--- config.mk ---
export PLATFORM = sky130hd
export DESIGN_NAME = instr_fetch_queue
export DESIGN_NICKNAME = d
export VERILOG_FILES = /design/src/rtl/instr_fetch_queue.sv
export SDC_FILE = /design/constraint.sdc
export NUM_CORES = 1
export LEC_CHECK = 0
export BUFFER_PORTS_ARGS = -buffer_cell sky130_fd_sc_hd__buf_4
export CORE_ASPECT_RATIO = 2
export CORE_MARGIN = 2
export CORE_UTILIZATION = 51
export DETAILED_ROUTE_END_ITERATION = 10
export PLACE_DENSITY = 0.75
export SLEW_MARGIN = 5
export SYNTH_ARGS = -nofsm -noshare
export SYNTH_HDL_FRONTEND = slang
export SYNTH_SLANG_ARGS = --single-unit
--- constraint.sdc ---
create_clock -name clk -period 2.3 [get_ports clk]
set_input_delay 0.23 -clock clk [delete_from_list [all_inputs] [get_ports clk]]
set_output_delay 0.23 -clock clk [all_outputs]
set_load 0.03 [all_outputs]
--- src/rtl/instr_fetch_queue.sv ---
`default_nettype none
// ============================================================================
//  Module      : instr_fetch_queue
//  Description : Instruction fetch front end. Owns the fetch PC, issues
//                in-order word requests to a variable-latency instruction
//                memory (req/gnt + rvalid), buffers returned words with
//                their PCs in a DEPTH-entry FIFO and hands them to the
//                datapath over valid/ready. A redirect flushes the queue
//                and discards every response still in flight.
//  Options     : FETCH_BYPASS_EN - present a response combinationally
//                when the FIFO is empty instead of waiting one cycle.
//  Revision    : 1.0 - initial release
// ============================================================================
module instr_fetch_queue #(
    parameter int              PC_W     = 9,
    parameter int              INS_W    = 32,
    parameter int              DEPTH    = 4,
    parameter logic [PC_W-1:0] RESET_PC = '0
) (
    input  logic             clk,
    input  logic             reset,
    output logic             imem_req,
    output logic [PC_W-1:0]  imem_addr,
    input  logic             imem_gnt,
    input  logic             imem_rvalid,
    input  logic [INS_W-1:0] imem_rdata,
    output logic             instr_valid,
    input  logic             instr_ready,
    output logic [INS_W-1:0] instr,
    output logic [PC_W-1:0]  instr_pc,
    input  logic             redirect,
    input  logic [PC_W-1:0]  redirect_pc,
    output logic [PC_W-1:0]  fetch_pc
);

    localparam int              c_PTR_W   = $clog2(DEPTH);
    localparam int              c_CNT_W   = c_PTR_W + 1;
    localparam logic [PC_W-1:0] c_PC_STEP = PC_W'(4);
    localparam logic [c_CNT_W:0] c_DEPTH  = (c_CNT_W + 1)'(DEPTH);

    logic [PC_W-1:0]    r_fetch_pc;
    logic [PC_W-1:0]    r_resp_pc;
    logic [c_PTR_W-1:0] r_wptr;
    logic [c_PTR_W-1:0] r_rptr;
    logic [c_CNT_W-1:0] r_count;
    logic [c_CNT_W-1:0] r_outstanding;
    logic [c_CNT_W-1:0] r_discard;
    logic [INS_W-1:0]   r_mem_instr [DEPTH];
    logic [PC_W-1:0]    r_mem_pc    [DEPTH];

    logic w_credit;
    logic w_grant;
    logic w_resp;
    logic w_drop;
    logic w_accept;
    logic w_fifo_nempty;
    logic w_bypass;
    logic w_pop;
    logic w_push;

    // Occupancy plus in-flight requests may never exceed the FIFO depth,
    // so every response is guaranteed a slot when it returns.
    assign w_credit      = ({1'b0, r_count} + {1'b0, r_outstanding}) < c_DEPTH;
    assign imem_req      = w_credit & ~redirect & ~reset;
    assign imem_addr     = r_fetch_pc;
    assign fetch_pc      = r_fetch_pc;
    assign w_grant       = imem_req & imem_gnt;

    // A response with nothing outstanding is a protocol error and ignored.
    assign w_resp        = imem_rvalid & (r_outstanding != '0);
    assign w_drop        = w_resp & (r_discard != '0);
    // The response arriving in a redirect cycle is stale as well.
    assign w_accept      = w_resp & ~w_drop & ~redirect;
    assign w_fifo_nempty = (r_count != '0);

`ifdef FETCH_BYPASS_EN
    assign w_bypass      = w_accept & ~w_fifo_nempty;
`else
    assign w_bypass      = 1'b0;
`endif

    assign instr_valid   = w_fifo_nempty | w_bypass;
    assign instr         = w_bypass ? imem_rdata : r_mem_instr[r_rptr];
    assign instr_pc      = w_bypass ? r_resp_pc  : r_mem_pc[r_rptr];

    assign w_pop         = w_fifo_nempty & instr_ready & ~redirect;
    // A bypassed word consumed in the same cycle never enters the FIFO.
    assign w_push        = w_accept & ~(w_bypass & instr_ready);

    // FIFO pointers and occupancy; a redirect empties the queue.
    always_ff @(posedge clk or posedge reset) begin
        if (reset) begin
            r_wptr  <= '0;
            r_rptr  <= '0;
            r_count <= '0;
        end else if (redirect) begin
            r_wptr  <= '0;
            r_rptr  <= '0;
            r_count <= '0;
        end else begin
            if (w_push) r_wptr <= r_wptr + c_PTR_W'(1);
            if (w_pop)  r_rptr <= r_rptr + c_PTR_W'(1);
            r_count <= r_count + c_CNT_W'(w_push) - c_CNT_W'(w_pop);
        end
    end

    // FIFO storage; contents are qualified by the occupancy count.
    always_ff @(posedge clk) begin
        if (w_push) begin
            r_mem_instr[r_wptr] <= imem_rdata;
            r_mem_pc[r_wptr]    <= r_resp_pc;
        end
    end

    // In-flight request tracking; on redirect every unreturned response
    // (including ones already marked) becomes a discard.
    always_ff @(posedge clk or posedge reset) begin
        if (reset) begin
            r_outstanding <= '0;
            r_discard     <= '0;
        end else begin
            r_outstanding <= r_outstanding + c_CNT_W'(w_grant) - c_CNT_W'(w_resp);
            if (redirect) begin
                r_discard <= r_outstanding - c_CNT_W'(w_resp);
            end else begin
                r_discard <= r_discard - c_CNT_W'(w_drop);
            end
        end
    end

    // Request PC and the PC tagged onto the next accepted response.
    always_ff @(posedge clk or posedge reset) begin
        if (reset) begin
            r_fetch_pc <= RESET_PC;
            r_resp_pc  <= RESET_PC;
        end else if (redirect) begin
            r_fetch_pc <= redirect_pc;
            r_resp_pc  <= redirect_pc;
        end else begin
            if (w_grant)  r_fetch_pc <= r_fetch_pc + c_PC_STEP;
            if (w_accept) r_resp_pc  <= r_resp_pc + c_PC_STEP;
        end
    end

`ifndef SYNTHESIS
    // Responses must only arrive for requests that are still outstanding.
    always_ff @(posedge clk) begin
        if (!reset && imem_rvalid) begin
            assert (r_outstanding != '0);
        end
    end
`endif

endmodule
`default_nettype wire

# Yosys cells after proc, flatten, opt, wreduce, memory -nomap -nowiden
# Memories as Yosys holds them, arrays and structs flattened.
# Cells that the tools add are included.
# word_totals
regBits	31
latchBits	0
mem_bits_rw	164
mem_bits_ro	0
input_bits	47
out_inout_bits	61
wordCells	51
n_memories	2
# op_classes
addsub	11
n_mul	0
div	0
magnitude_cmp	1
eq_ne	0
n_shift	0
muxes	12
n_bitwise	12
reduce_logical	6
# memory_table
name	words	word_bits	rd	rd_ports_with_merged_regs	wr	line	text
r_mem_instr	4	32	1	0	1	48	logic [INS_W-1:0] r_mem_instr [DEPTH];
r_mem_pc	4	9	1	0	1	49	logic [PC_W-1:0] r_mem_pc [DEPTH];
# ops
op	n
$mux 9	4
$add 9x3->9 const B	2
$sub 3x1->3	4
$and 1x1->1	9
$reduce_bool 3->1	3
$mux 2	4
$add 3x1->3	2
$mux 3	2
$reduce_bool 2->1	3
$add 2x1->2 const B	2
$add 3x3->4	1
$lt 4x3->1 const B	1
$not 1->1	3
$mux 1	2

# Longest topological paths before layout
# depth
ltp_word	9
mapped_depth	12
mapped_depth_nobuf	12

# Worst setup path before layout
# No wires, ideal clock.
# synth_path
kind	flip-flop to flip-flop
startpoint	reg r_discard[1]
endpoint	mem r_mem_instr[0][0] (enable)
setup_time_ps	402
t_arrival_ps	2134
required_time_ps	1898
slack_ps	-237
path_stages_with_launch	5
path_buffers	0
synth_period_minus_slack_ps	2537
path_cell_list	dfrtp_1 nor3_1 nand2_1 nor2_1 and2_1
# synth_via
elab_chain_len	7
# synth_rtl
element	line	text
start, declared	47	logic [c_CNT_W-1:0] r_discard;
start signal, assigned	124	r_discard <= r_outstanding - c_CNT_W'(w_resp);
start signal, assigned	126	r_discard <= r_discard - c_CNT_W'(w_drop);
$reduce_bool 3->1	71	assign w_drop = w_resp & (r_discard != '0);
$and 1x1->1	71	
$not 1->1	73	assign w_accept = w_resp & ~w_drop & ~redirect;
$and 1x1->1 (2 in series)	73	
$mux 1	109	if (w_push) begin
$mux 1 (not written as such)	110	r_mem_instr[r_wptr] <= imem_rdata;
end, declared	48	
# Every way passes these cells.

# Worst setup path after layout
# layout_path
startpoint	reg r_count[2]
endpoint	reg r_outstanding[2]
# layout_via
elab_chain_len	7
# layout_rtl
element	line	text
start, declared	45	logic [c_CNT_W-1:0] r_count;
start signal, assigned	103	r_count <= r_count + c_CNT_W'(w_push) - c_CNT_W'(w_pop);
$add 3x3->4	63	assign w_credit = ({1'b0, r_count} + {1'b0, r_outstanding}) < c_DEPTH;
$lt 4x3->1	63	
$and 1x1->1 (2 in series)	64	assign imem_req = w_credit & ~redirect & ~reset;
$and 1x1->1	67	assign w_grant = imem_req & imem_gnt;
$add 3x1->3	122	r_outstanding <= r_outstanding + c_CNT_W'(w_grant) - c_CNT_W'(w_resp);
$sub 3x1->3	122	
end signal, assigned	122	
end, declared	46	logic [c_CNT_W-1:0] r_outstanding;
# Every way passes these cells.
# A chain may end at the register's enable or synchronous reset.

==> flow_metrics.py <==
metrics = {
    "place": {
        "gp_congestion": 0.7446,
        "io_buffers": 107,
        "dpl_cell_area_um2": 8886,
        "post-dp-hpwl_mm": 9.612,
    },
    "cts": {
        "clock_sinks": 195,
        "cts_tree": "built",
        "clk_path_buf_depth": 2,
        "insertion_delay_ps": 430,
        "cts_max_level": 4,
        "numCtsBuffers": 17,
        "clk_pin_slew_ps": 70,
        "root_buffer": "clkbuf_16",
    },
    "critical_path": {
        "path_max_fanout": 3,
        "crit_path_end_kind": "flop",
        "crit_chain": "ha_4 > nor2_4 > nand4_4 > ha_4 > inv_1 > ha_2 > fa_2 > xnor2_2 > xnor2_1",
        "cpMostUsedCell": "ha_4",
        "crit_required_ps": 2640,
        "arrival_ps": 2540,
        "max_stage_delay_ps": 450,
        "slowest_stage": "dfrtp_2",
        "critical_path_class": "reg2reg",
        "worst_setup_path_start_kind": "flop",
    },
    "drt": {
        "dr.pass1.iters": 4,
        "finalWirelength_mm": 14.63,
        "vias_per_cell": 5.356,
        "vias": 4108,
        "drt_iter0_markers": 180,
        "routedWlPerCell_um": 19.07,
        "drc": 0,
        "ant_nets": 0,
    },
    "floorplanning": {
        "core_area_um2": 14820,
        "chipWidth_um": 91.08,
        "initial_utilization_pct": 52.20,
        "die_h_um": 178.2,
        "ioPinCount": 108,
        "row_count": 63,
        "die_area_um2": 16230,
    },
    "logic_synthesis": {
        "synthTopCellsByArea": "edfxtp_1, mux4_2, dfrtp_1",
        "synthArstFlopShare_pct": 15.90,
        "yosysTopAreaCell": "edfxtp_1",
        "syn-cell-area_um2": 7735,
        "yosysMostFrequentCell": "edfxtp_1",
        "synth_edf_count": 164,
        "synthTopCellsByCount": "edfxtp_1, mux4_2, dfrtp_1, inv_1, ha_1",
        "syn_area_per_cell_um2": 19.53,
        "ys_ff_latch": 195,
        "ys_warn_count": 0,
        "syn-instance-count": 396,
        "seq_area_frac_synth_pct": 73.70,
        "synthFlopType": "edfxtp_1",
        "ys_types": 42,
        "yosysTopAreaCellShare_pct": 63.67,
        "synth_nets": 461,
    },
    "sta": {
        "period_minus_slack_ps": 2200,
        "slew_headroom_pct": 59.75,
        "tightestPinTransition_ps": 603.7,
        "rsz0062_at_grt": "no",
        "hold_viol_final": 0,
        "finalSetupTns_ps": 0,
        "period_share_pct": 95.66,
        "timing.fmax_mhz": 454.5,
        "skew_ps": 11.55,
        "slew_viol_final": 0,
        "hold_slack_ps": 16.63,
        "finalSetupViolCount": 0,
    },
    "job": {
        "cap_violations": 0,
    },
    "final_layout": {
        "fin_nets": 623,
        "stdcell_area_um2": 9898,
        "drive_gt1_share_pct": 41.51,
        "areaGrowthSynthToFinish_pct": 27.97,
    },
    "min_path": {
        "min_path_type": "in2reg",
    },
    "global_routing": {
        "grt_max_degree": 42,
        "grt_usage_pct": 19.28,
        "grt_pass1_vias": 4465,
        "overflow": 0,
        "grt_pass1_wl_mm": 23.28,
        "antenna_found_initial": 1,
    },
    "pwr": {
        "peakVddDrop_uv": 632.4,
        "p_per_area_nw_per_um2": 1015,
        "finalPower_mw": 10.04,
        "p_leak_nw": 3.631,
    },
    "outcome": {
        "status": "complete, no violations",
    },
}
## layer usage
layer	vias to the layer above	wire (um)	GRT usage [%]
met1	2082	5195	20.77
met4	0	347	8.460
met2	129	8450	35.74
met5	-	0	0
met3	30	635	4.436
li1	1867	-	-
## placed cells by master, fill, tap and decap left out, types with 2 or more instances in the layout
| master | n |
|---|---|
| nor3_1 | 3 |
| mux2i_1 | 5 |
| xor2_1 | 8 |
| dlygate4sd3_1 | 32 |
| mux4_2 | 41 |
| or3_4 | 2 |
| nand4_1 | 2 |
| nand2_1 | 11 |
| ha_4 | 2 |
| edfxtp_1 | 164 |
| dfrtp_1 | 26 |
| and4_1 | 2 |
| o21ai_0 | 8 |
| dfrtp_2 | 5 |
| xnor2_1 | 7 |
| nor2_1 | 11 |
| clkinv_4 | 3 |
| buf_4 | 131 |
| mux2_2 | 4 |
| clkbuf_16 | 19 |
| inv_1 | 17 |
| ha_2 | 2 |
| inv_8 | 3 |
| nand3_1 | 7 |
| a21oi_1 | 4 |
| buf_12 | 3 |
| inv_6 | 4 |
| and2_2 | 4 |
| ha_1 | 12 |
| fa_2 | 2 |
## path summary, 6_finish.rpt
check | cells past startpoint | startpoint | to | slack [ps]
worst max-delay path | 9 | r_count[2] | r_outstanding[2] | 100
worst min-delay path | 1 | imem_rdata[13] | r_mem_instr[0][13] | 20
worst max register to register | 9 | r_count[2] | r_outstanding[2] | 100
worst min register to register | 2 | r_rptr[1] | r_rptr[1] | 560
max in group asynchronous | 4 | reset | r_resp_pc[6] | 1270
min in group asynchronous | 3 | reset | r_wptr[1] | 390
## cell type report
class | instances | area [um^2]
diodes | 1 | 2.502
flip-flops and latches | 195 | 5707
clock buffers | 20 | 483.0
repair buffers | 166 | 1364
clock inverters | 12 | 106.4
fillers | 1061 | 4921
inverters | 18 | 67.56
multi-input cells | 160 | 1924
well taps | 195 | 244.0
## power by group
| group | switching, mW | total, mW | internal (mW) | leakage [nW] |
|---|---|---|---|---|
| Combinational | 1.53 | 2.89 | 1.36 | 1.49 |
| Clock | 1.32 | 2.88 | 1.57 | 0.296 |
| Sequential | 0.211 | 4.27 | 4.06 | 1.85 |
| Total | 3.05 | 10.0 | 6.99 | 3.63 |
## flip-flops by register name, summed over array words and instances (netlist names)
register,flops
r_wptr,2
r_outstanding,3
fetch_pc,9
r_discard,3
r_mem_instr,128
r_resp_pc,9
r_rptr,2
r_mem_pc,36
r_count,3
## worst max-delay path: cells and delay by family (launching register included)
family	cells	cell delay, ps
flops	1	450
buf+inv	1	40
fa+ha+maj	4	1080
simple gates	2	240
xor+xnor	2	320
## repair_timing
item | in CTS | in global routing
hold buffers | 32 | 0
cloned | 0 | 0
buffers inserted | 0 | 4
setup endpoints to repair | 1 | 2
hold endpoints to repair | 136 | 0
resized for setup | 1 | 14
pin swaps | 0 | 8
## stage by stage
stage	cells	util, %	setup slack [ps]
2_1_floorplan	396	-	-62.60
3_3_place_gp	698	59.96	82.50
3_5_place_dp	698	59.96	-15.92
4_1_cts	762	66.19	36.52
5_1_grt	767	66.79	8.586
6_report	767	66.79	99.91
## kinds of logic (layout without fill, tap and decap cells)
logic type,count (synthesis),count (layout),synth area share [%]
AND/OR/NAND/NOR,55,55,3.996
other,0,1,0
AO/OA/AOI/OAI,21,21,1.715
buffers and inverters,41,216,2.507
flip-flops,195,195,73.70
multiplexers,50,50,13.17
XOR/XNOR,16,16,1.812
adder cells (fa/ha/maj),18,18,3.106
Note: power is estimated with default switching activity, not from simulation.
